File: src/rtl/bip_pkg.sv
// Shared constants for the BIP3 accumulator core: default widths, opcodes, FSM states.
package bip_pkg;

   localparam int unsigned DATA_W_DEF = 16;
   localparam int unsigned ADDR_W_DEF = 11;
   localparam int unsigned OPC_W      = 5;

   typedef enum logic [OPC_W-1:0] {
      OP_HLT  = 5'b00000,
      OP_STO  = 5'b00001,
      OP_LD   = 5'b00010,
      OP_LDI  = 5'b00011,
      OP_ADD  = 5'b00100,
      OP_ADDI = 5'b00101,
      OP_SUB  = 5'b00110,
      OP_SUBI = 5'b00111,
      OP_BEQ  = 5'b01000,
      OP_BNE  = 5'b01001,
      OP_BGT  = 5'b01010,
      OP_BGE  = 5'b01011,
      OP_BLT  = 5'b01100,
      OP_BLE  = 5'b01101,
      OP_JMP  = 5'b01110
   } opcode_t;

   // One-hot so each request strobe maps onto a single state flop.
   typedef enum logic [3:0] {
      ST_FETCH = 4'b0001,
      ST_EXEC  = 4'b0010,
      ST_MEM   = 4'b0100,
      ST_HALT  = 4'b1000
   } state_t;

endpackage

File: src/rtl/processor_bip3_if.sv
// Instruction and data memory request/ack bus between the BIP3 core and its memories.
interface processor_bip3_if
   import bip_pkg::*;
#(
   parameter int unsigned DATA_W = DATA_W_DEF,
   parameter int unsigned ADDR_W = ADDR_W_DEF
);
   logic                    im_req;
   logic                    im_ack;
   logic [ADDR_W-1:0]       im_addr;
   logic [OPC_W+ADDR_W-1:0] im_data;
   logic                    dm_req;
   logic                    dm_ack;
   logic                    wr;
   logic [ADDR_W-1:0]       dm_addr;
   logic [DATA_W-1:0]       wdata;
   logic [DATA_W-1:0]       rdata;

   modport master (
      output im_req, im_addr, dm_req, wr, dm_addr, wdata,
      input  im_ack, im_data, dm_ack, rdata
   );

   modport slave (
      input  im_req, im_addr, dm_req, wr, dm_addr, wdata,
      output im_ack, im_data, dm_ack, rdata
   );
endinterface

File: src/rtl/bip_alu.sv
// Combinational add/subtract with zero and negative flag generation.
module bip_alu #(
   parameter int unsigned DATA_W = 16
) (
   input  logic [DATA_W-1:0] a,
   input  logic [DATA_W-1:0] b,
   input  logic              sub,
   output logic [DATA_W-1:0] y,
   output logic              z,
   output logic              n
);
   always_comb begin
      y = sub ? (a - b) : (a + b);
      z = (y == '0);
      n = y[DATA_W-1];
   end
endmodule

File: src/rtl/processor_bip3_core.sv
// BIP3 fetch/execute/memory sequencer: PC, IR, ACC and Z/N flags.
module processor_bip3_core
   import bip_pkg::*;
#(
   parameter int unsigned DATA_W = DATA_W_DEF,
   parameter int unsigned ADDR_W = ADDR_W_DEF
) (
   input  logic                clk,
   input  logic                rst_n,
   processor_bip3_if.master    bus,
   output logic                halt
);
   state_t                  state;
   logic [ADDR_W-1:0]       pc;
   logic [OPC_W+ADDR_W-1:0] ir;
   logic [DATA_W-1:0]       acc;
   logic                    z;
   logic                    n;
   logic                    dm_req;
   logic                    wr;

   logic [OPC_W-1:0]        opc;
   logic [ADDR_W-1:0]       operand;
   logic [DATA_W-1:0]       imm;
   logic [ADDR_W-1:0]       pc_inc;
   logic [DATA_W-1:0]       alu_b;
   logic [DATA_W-1:0]       alu_y;
   logic                    alu_sub;
   logic                    alu_z;
   logic                    alu_n;
   logic                    taken;

   assign opc     = ir[OPC_W+ADDR_W-1 -: OPC_W];
   assign operand = ir[ADDR_W-1:0];
   assign imm     = DATA_W'($signed(operand));
   assign pc_inc  = pc + ADDR_W'(1);
   assign alu_b   = (state == ST_MEM) ? bus.rdata : imm;
   assign alu_sub = (opc == OP_SUB) || (opc == OP_SUBI);

   bip_alu #(.DATA_W(DATA_W)) u_alu (
      .a   (acc),
      .b   (alu_b),
      .sub (alu_sub),
      .y   (alu_y),
      .z   (alu_z),
      .n   (alu_n)
   );

   // Branch decision from the registered flags.
   always_comb begin
      taken = 1'b0;
      case (opc)
         OP_BEQ:  taken = z;
         OP_BNE:  taken = !z;
         OP_BGT:  taken = !z && !n;
         OP_BGE:  taken = !n;
         OP_BLT:  taken = n;
         OP_BLE:  taken = z || n;
         OP_JMP:  taken = 1'b1;
         default: taken = 1'b0;
      endcase
   end

   // Fetch request is gated by reset so it first appears once reset is released.
   assign bus.im_req  = (state == ST_FETCH) && rst_n;
   assign bus.im_addr = pc;
   assign bus.dm_req  = dm_req;
   assign bus.wr      = wr;
   assign bus.dm_addr = operand;
   assign bus.wdata   = acc;

   always_ff @(posedge clk or negedge rst_n) begin
      if (!rst_n) begin
         state  <= ST_FETCH;
         pc     <= '0;
         ir     <= '0;
         acc    <= '0;
         z      <= 1'b0;
         n      <= 1'b0;
         dm_req <= 1'b0;
         wr     <= 1'b0;
         halt   <= 1'b0;
      end else begin
         case (state)
            ST_FETCH: begin
               if (bus.im_ack) begin
                  ir    <= bus.im_data;
                  state <= ST_EXEC;
               end
            end
            ST_EXEC: begin
               state <= ST_FETCH;
               case (opc)
                  OP_HLT: begin
                     state <= ST_HALT;
                     halt  <= 1'b1;
                  end
                  OP_STO, OP_LD, OP_ADD, OP_SUB: begin
                     state  <= ST_MEM;
                     dm_req <= 1'b1;
                     wr     <= (opc == OP_STO);
                  end
                  OP_LDI: begin
                     acc <= imm;
                     pc  <= pc_inc;
                  end
                  OP_ADDI, OP_SUBI: begin
                     acc <= alu_y;
                     z   <= alu_z;
                     n   <= alu_n;
                     pc  <= pc_inc;
                  end
                  default: pc <= taken ? operand : pc_inc;
               endcase
            end
            ST_MEM: begin
               if (bus.dm_ack) begin
                  if (opc == OP_LD) begin
                     acc <= bus.rdata;
                  end else if (opc != OP_STO) begin
                     acc <= alu_y;
                     z   <= alu_z;
                     n   <= alu_n;
                  end
                  pc     <= pc_inc;
                  dm_req <= 1'b0;
                  wr     <= 1'b0;
                  state  <= ST_FETCH;
               end
            end
            ST_HALT: begin
            end
            default: state <= ST_FETCH;
         endcase
      end
   end
endmodule

File: src/rtl/processor_bip3.sv
// BIP3 accumulator processor top: maps the pin-level memory ports onto the core bus.
module processor_bip3
   import bip_pkg::*;
#(
   parameter int unsigned DATA_W = DATA_W_DEF,
   parameter int unsigned ADDR_W = ADDR_W_DEF
) (
   input  logic                    CLOCK_i,
   input  logic                    RESET_i,
   output logic                    IM_REQ_o,
   input  logic                    IM_ACK_i,
   output logic [ADDR_W-1:0]       ADDR_im_o,
   input  logic [OPC_W+ADDR_W-1:0] DATA_im_i,
   output logic                    DM_REQ_o,
   input  logic                    DM_ACK_i,
   output logic                    WRRAM_o,
   output logic [ADDR_W-1:0]       ADDR_dm_o,
   output logic [DATA_W-1:0]       IN_DATA_o,
   input  logic [DATA_W-1:0]       OUT_DATA_i,
   output logic                    HALT_o
);
   processor_bip3_if #(.DATA_W(DATA_W), .ADDR_W(ADDR_W)) bus ();

   assign bus.im_ack  = IM_ACK_i;
   assign bus.im_data = DATA_im_i;
   assign bus.dm_ack  = DM_ACK_i;
   assign bus.rdata   = OUT_DATA_i;

   assign IM_REQ_o  = bus.im_req;
   assign ADDR_im_o = bus.im_addr;
   assign DM_REQ_o  = bus.dm_req;
   assign WRRAM_o   = bus.wr;
   assign ADDR_dm_o = bus.dm_addr;
   assign IN_DATA_o = bus.wdata;

   processor_bip3_core #(.DATA_W(DATA_W), .ADDR_W(ADDR_W)) u_core (
      .clk   (CLOCK_i),
      .rst_n (RESET_i),
      .bus   (bus.master),
      .halt  (HALT_o)
   );
endmodule

File: config.mk
export PLATFORM = sky130hd
export DESIGN_NAME = processor_bip3
export DESIGN_NICKNAME = d
export VERILOG_FILES = /design/src/rtl/bip_pkg.sv /design/src/rtl/processor_bip3_if.sv /design/src/rtl/bip_alu.sv /design/src/rtl/processor_bip3_core.sv /design/src/rtl/processor_bip3.sv
export SDC_FILE = /design/constraint.sdc
export NUM_CORES = 1
export LEC_CHECK = 0
export ABC_AREA = 1
export CAP_MARGIN = 40
export CORE_MARGIN = 8
export CORE_UTILIZATION = 55
export CTS_BUF_LIST = sky130_fd_sc_hd__clkbuf_2
export DETAILED_ROUTE_END_ITERATION = 7
export HOLD_SLACK_MARGIN = 0.06
export PLACE_DENSITY = 0.83
export SYNTH_ARGS = -nofsm -noshare
export SYNTH_HDL_FRONTEND = slang
export SYNTH_SLANG_ARGS = --single-unit
File: constraint.sdc
create_clock -name CLOCK_i -period 3.52 [get_ports CLOCK_i]
set_input_delay 0.352 -clock CLOCK_i [delete_from_list [all_inputs] [get_ports CLOCK_i]]
set_output_delay 0.352 -clock CLOCK_i [all_outputs]
set_load 0.01 [all_outputs]
# Word level (Yosys, flattened, before mapping)
# Index checks and enable logic that the tools add are counted.
[totals] out_inout_bits=42 wordCells=92 input_bits=36 regBits=52
[op_classes] n_reduce_logical=20 eq_ne=28 mux=31 bitwise_logic=1 addsub=3
[op_table] cell="2-to-1 mux 16 bit" n=5
[op_table] cell="one-hot mux 16 bit (2 select lines)" n=2
[op_table] cell="one-hot mux 11 bit (2 select lines)" n=2
[op_table] cell="equality test 5 x 4 -> 1 bit (second input constant)" n=7
[op_table] cell="2-to-1 mux 11 bit" n=2
[op_table] cell="equality test 5 x 3 -> 1 bit (second input constant)" n=4
[op_table] cell="adder 16 bit" n=1
[op_table] cell="logical NOT 16 bit" n=1
[op_table] cell="one-hot mux 4 bit (4 select lines)" n=1
[op_table] cell="subtractor 16 bit" n=1
[op_table] cell="inequality test 2 bit (second input constant)" n=6
[op_table] cell="adder 11 x 1 -> 11 bit (second input constant)" n=1
[op_table] cell="2-to-1 mux 1 bit" n=11
[op_table] cell="equality test 5 x 2 -> 1 bit (second input constant)" n=2
[op_table] cell="AND reduction 3 bit" n=3
[op_table] cell="2-to-1 mux 4 bit" n=2
[op_table] cell="one-hot mux 1 bit (2 select lines)" n=4
[op_table] cell="one-hot mux 4 bit (2 select lines)" n=1
[op_table] cell="one-hot mux 1 bit (7 select lines)" n=1
[op_table] cell="inequality test 3 bit (second input constant)" n=2
[op_table] cell="equality test 5 x 1 -> 1 bit (second input constant)" n=1
[op_table] cell="logical NOT 5 bit" n=1
[op_table] cell="inequality test 5 x 1 -> 1 bit (second input constant)" n=1
[op_table] cell="AND reduction 5 bit" n=1
[op_table] cell="16 further kinds" n=20

# Longest topological paths before layout
[depth] word_depth=9 ltp_mapped=28 ltp_nobuf=27

# Cells and area by module
# From an unflattened synthesis, not the netlist that was laid out.
[hier_totals] cells_unflattened=768 hier_area_um2=4790.8
[modules_own_cells] module="processor_bip3_core" area_each_um2=3298.2 cells_each=481 n_inst=1 seq_area_each_um2=1302.5
[modules_own_cells] module="bip_alu" area_each_um2=1492.7 cells_each=287 n_inst=1 seq_area_each_um2=0.0

# Worst setup path after synthesis
# OpenSTA, ideal clock, no wires.
[synth_path] path_kind="register to register" start="reg u_core.state[0]" end="reg u_core.z" t_required_ns=3.437 synth_period_minus_slack_ns=3.036 setup_ns=0.083 path_buffers=1 t_arrival_ns=2.953 setup_slack_ns=0.484 path_stages_with_launch=25 cell_sequence="dfstp_2 > nor2_2 > nand2_2 > buf_6 > nand2_1 > nand2_1 > nand3_2 > nor2_4 > nand3_1 > o21ai_0 > a21oi_1 > a31oi_1 > inv_1 > ha_1 > inv_1 > nor3_1 > and2_1 > nand2_1 > nand2_1 > inv_1 > nand3_1 > nand2_1 > a21oi_1 > nand3_1 > o21ai_0"
[synth_between] elab_chain_len=9 elab_cells_between_ends=18 classes_between="2 x add/sub; 6 x eq/ne; 7 x mux; 3 x reduce/logical"
[synth_lines] item="start, declared" line_no="processor_bip3_core.sv:13" rtl="state_t state;"
[synth_lines] item="start signal, assigned" line_no="processor_bip3_core.sv:74" rtl="state <= ST_FETCH;"
[synth_lines] item="start signal, assigned" line_no="processor_bip3_core.sv:88" rtl="state <= ST_EXEC;"
[synth_lines] item="start signal, assigned" line_no="processor_bip3_core.sv:92" rtl="state <= ST_FETCH;"
[synth_lines] item="equality test 4 x 3 -> 1 bit" line_no="processor_bip3_core.sv:37, processor_bip3_core.sv:84"
[synth_lines] item="2-to-1 mux 16 bit" line_no="processor_bip3_core.sv:37" rtl="assign alu_b = (state == ST_MEM) ? bus.rdata : imm;"
[synth_lines] item="adder 16 bit or subtractor 16 bit (tied branches)" line_no="bip_alu.sv:13" rtl="y = sub ? (a - b) : (a + b);"
[synth_lines] item="2-to-1 mux 16 bit" line_no="bip_alu.sv:13"
[synth_lines] item="logical NOT 16 bit" line_no="bip_alu.sv:14" rtl="z = (y == '0);"
[synth_lines] item="2-to-1 mux 1 bit" line_no="processor_bip3_core.sv:120" rtl="end else if (opc != OP_STO) begin"
[synth_lines] item="2-to-1 mux 1 bit" line_no="processor_bip3_core.sv:118" rtl="if (opc == OP_LD) begin"
[synth_lines] item="2-to-1 mux 1 bit" line_no="processor_bip3_core.sv:117" rtl="if (bus.dm_ack) begin"
[synth_lines] item="one-hot mux 1 bit (2 select lines)" line_no="processor_bip3_core.sv:84" rtl="case (state)"
[synth_lines] item="end signal, assigned" line_no="processor_bip3_core.sv:109" rtl="z <= alu_z;"
[synth_lines] item="end signal, assigned" line_no="processor_bip3_core.sv:122" rtl="z <= alu_z;"
[synth_lines] item="end, declared" line_no="processor_bip3_core.sv:17" rtl="logic z;"
# Several ways; a longest one is shown, not always the timed one. The select of a mux whose other input is x is not followed.
# A chain may end at the register's enable or synchronous reset.

# Worst setup path after layout
[layout_path] start="reg u_core.state[1]" end="reg u_core.acc[15], in the netlist u_core.bus.wdata[15]"
[layout_between] elab_chain_len=8 elab_cells_between_ends=16 classes_between="2 x add/sub; 5 x eq/ne; 7 x mux; 2 x reduce/logical"
[layout_lines] item="equality test 4 x 3 -> 1 bit" line_no="processor_bip3_core.sv:37, processor_bip3_core.sv:84"
[layout_lines] item="2-to-1 mux 16 bit" line_no="processor_bip3_core.sv:37"
[layout_lines] item="adder 16 bit or subtractor 16 bit (tied branches)" line_no="bip_alu.sv:13"
[layout_lines] item="2-to-1 mux 16 bit" line_no="bip_alu.sv:13"
[layout_lines] item="2-to-1 mux 16 bit" line_no="processor_bip3_core.sv:120"
[layout_lines] item="2-to-1 mux 16 bit" line_no="processor_bip3_core.sv:118"
[layout_lines] item="2-to-1 mux 16 bit" line_no="processor_bip3_core.sv:117"
[layout_lines] item="one-hot mux 16 bit (2 select lines)" line_no="processor_bip3_core.sv:84"
[layout_lines] item="end signal, assigned" line_no="processor_bip3_core.sv:104" rtl="acc <= imm;"
[layout_lines] item="end signal, assigned" line_no="processor_bip3_core.sv:119" rtl="acc <= bus.rdata;"
[layout_lines] item="end signal, assigned" line_no="processor_bip3_core.sv:121" rtl="acc <= alu_y;"
[layout_lines] item="end, declared" line_no="processor_bip3_core.sv:16" rtl="logic [DATA_W-1:0] acc;"
# Several ways; a longest one is shown, not always the timed one. The select of a mux whose other input is x is not followed.

==> impl_metrics.csv <==
group,metric,value,unit
setup_path,slowest_stage,"dfrtp_1",
setup_path,worst_setup_path_start_kind,"flip-flop",
clock_tree,ctsRootBufferMaster,"clkbuf_2",
setup_path,criticalPathCategory,"flip-flop to flip-flop",
clock_tree,numCtsBuffers,5,
power,swShare,52.4,%
setup_path,endpoint_kind,"flip-flop",
power,p_switching,3.54,mW
finish,num_antenna_cells,0,
grt,antenna_found_initial,0,
drt,vias_per_cell,5.76,
timing,max_freq,294,MHz
drt,wire_per_inst,16.6,um
placement,postPlaceCellArea,5270,sq um
timing,final.setup_skew,12.5,ps
setup_path,worstPathRequired,3910,ps
yosys,synth.largest_area_cell,"dfrtp_1",
yosys,syn_area_per_cell,6.72,sq um
power,comb_power_share,77.3,%
yosys,async_reset_ff_share,100,%
drt,drc_errors,0,
floorplan,core,7730,sq um
placement,dp_hpwl,10.1,mm
timing,min_period,3400,ps
finish,finalInstanceArea,5750,sq um
setup_path,max_stage_delay,470,ps
drt,antenna_left,0,
grt,grt_max_degree,53,
floorplan,fp.dieH,105,um
yosys,synth_common_cells,"175 x nand2_1, 74 x inv_1, 59 x o21ai_0",
yosys,synth_cells,655,
power,power_frac_clock,6.0,%
timing,fin_crit_sh,96.6,%
timing,maxSlewViolCount,0,
drt,wl,14.1,mm
power,internal-power,3.22,mW
placement,portBuffers,77,
drt,drt_first_iter_violations,519,
setup_path,crit_arrival,3790,ps
finish,area_growth_syn_to_layout,30.7,%
setup_path,crit_buf_inv,3,
yosys,synth.area.top_cells,"dfrtp_1 29%, nand2_1 15%, o21ai_0 6.7%",
finish,stdcell_count,850,
grt,first_global_vias,4603,
power,p_leak,2.81,nW
grt,grt_pass1_wl,21.9,mm
yosys,ys_seq_elements,52,
yosys,syn-cell-area,4400,sq um
floorplan,pin_count,78,
clock_tree,clock-sinks,52,
finish,regArea,1300,sq um
timing,worstMarginPinSlew,700,ps
setup_path,path_cells,"nor2_4 -> buf_12 -> nand3_1 -> nand2_2 -> nand2_1 -> nor2_2 -> nand2_2 -> o31ai_2 -> xnor2_1 -> inv_1 -> ha_4 -> nand2_1 -> nor3_2 -> and2_1 -> nand2_1 -> nand2_2 -> inv_1 -> nand3_1 -> nand3_1 -> a21oi_2 -> a21oi_1",
yosys,synth_flop_cell,"dfrtp_1",
grt,grt-ovfl-total,0,
setup_path,path_max_fanout,20,
timing,finalSetupViolations,0,
drt,num_vias,4898,
yosys,syn_nets,708,
clock_tree,cts_buffer_depth,2,
floorplan,die_area,11100,sq um
floorplan,die_x,105,um
clock_tree,htree_levels,2,
finish,final_net_count,800,
yosys,synth_most_common_cell,"nand2_1",
yosys,yosys.area.top_type_share,29.0,%
min_path,hp-class,"primary input to flip-flop",
run_status,status,"finished, final reports clean",
power,power.density,1180,nW/um^2
grt,grt_usage,23.6,%
timing,slew_headroom,53.3,%
timing,hold_viol_final,0,
placement,dp.cells,821,
finish,drive_gt1_share,14.4,%
yosys,yosysUniqueCellTypes,41,
run,drv_cap,0,
drt,first_pass_iters,6,
clock_tree,insertion_delay,470,ps
power,peakVddDrop,0.428,mV
yosys,yosysSeqAreaShare,29.6,%
floorplan,row_count,32,
finish,multi_input_area,2820,sq um
yosys,yosys_warnings,0,
finish,fillers,581,
floorplan,start_util,57.0,%
setup_path,cpLargestDelayFamily,"simple AND/OR/NAND/NOR gates",
yosys,synth_edf_count,0,
clock_tree,tritoncts,"done",
clock_tree,clk_pin_slew,290,ps
placement,gp_congestion,0.987,
power,p_seq_share,16.7,%
-- worst paths after layout --
path / endpoint / slack (ps) / cells past startpoint / from
max: u_core.bus.wdata[15] / 120 / 21 / u_core.state[1]
min: u_core.ir[2] / 390 / 3 / DATA_im_i[2]
min reg2reg: u_core.bus.dm_req / 510 / 2 / u_core.bus.dm_req
max in group asynchronous: u_core.bus.wdata[14] / 2560 / 3 / RESET_i
min in group asynchronous: u_core.bus.im_addr[8] / 510 / 3 / RESET_i
max reg2reg: u_core.bus.wdata[15] / 120 / 21 / u_core.state[1]
-- power by group through the flow --
stage	Combinational, mW	Sequential (mW)	Clock [mW]
6_report	5.23	1.13	0.406
5_1_grt	5.74	1.17	0.432
4_1_cts	4.58	1.12	0.408
3_5_place_dp	4.50	1.13	0
3_3_place_gp	4.36	1.11	0
2_1_floorplan	3.11	1.13	0
-- state kept, by name (all words and copies together), names as in the netlist --
register            count
u_core.bus.im_addr     11
u_core.z                1
u_core.ir              16
u_core.bus.wr           1
u_core.n                1
u_core.bus.wdata       16
u_core.state            4
u_core.halt             1
u_core.bus.dm_req       1
-- cell usage in the layout, fill, tap and decap left out, drive strengths merged, types with 4 or more instances in the layout --
cell type,n
xor2,20
a31oi,4
nand2,180
o21ai,61
o21a,8
a21oi,35
buf,38
nand3,56
dfrtp,51
o22ai,5
xnor2,7
inv,76
nor2,48
o31ai,5
ha,16
nand3b,5
clkdlybuf4s50,76
o211ai,16
clkbuf,7
nor3,10
-- cells by family after synthesis --
logic type	synth area share (%)
AOI/OAI and AO/OA	19.2
adders and majority gates	5.00
xor gates and xnor gates	5.37
and+or+nand+nor	29.5
muxes	0.256
buffers and inverters	11.1
DFF	29.6
-- worst reg2reg max path, cell delays in order, from the launching register on --
cell     delay (ps)
dfrtp_1         470
nor2_4          230
buf_12          200
nand3_1         120
nand2_2         130
nand2_1         110
nor2_2          170
nand2_2         110
o31ai_2         200
xnor2_1         150
inv_1           100
ha_4            300
nand2_1          80
nor3_2          200
and2_1          140
nand2_1          60
nand2_2          70
inv_1            70
nand3_1         110
nand3_1         110
a21oi_2         140
a21oi_1          70
-- stage by stage --
stage | hold slack [ps] | util, % | setup slack, ps | setup TNS, ps | power (mW)
detailed placement | 458 | 68.2 | -84.1 | -139 | 5.63
finish | 392 | 74.4 | 120 | 0 | 6.77
floorplan | 56.4 | - | 484 | 0 | 4.24
global route | 377 | 74.4 | -45.8 | -148 | 7.34
global placement | 450 | 68.2 | 98.4 | 0 | 5.47
CTS | 391 | 70.1 | 24.1 | 0 | 6.11
-- layer usage --
metal	vias up	GRT usage, %	share of wire (%)
met3	52	5.60	9.0
met1	2243	29.7	42
met4	0	7.95	3.0
met5	-	0	0
met2	268	38.8	46
li1	2335	-	-
-- final cells by class --
cell class | instances | share of cell area (%)
inverters | 78 | 5.09
clock inverters | 2 | 1.04
well taps | 102 | 2.22
flip-flops and latches | 52 | 22.6
clock buffers | 6 | 0.522
repair buffers | 116 | 19.4
multi-input cells | 494 | 49.1
-- timing repair --
| action | CTS | global route |
|---|---|---|
| hold endpoints to repair | 51 | 0 |
| pin swaps | 1 | 19 |
| hold buffers | 1 | 0 |
| setup buffers | 2 | 15 |
| setup endpoints to repair | 3 | 10 |
| gates cloned | 1 | 2 |
| resized for setup | 6 | 53 |
Note: power is estimated with default switching activity, not from simulation.
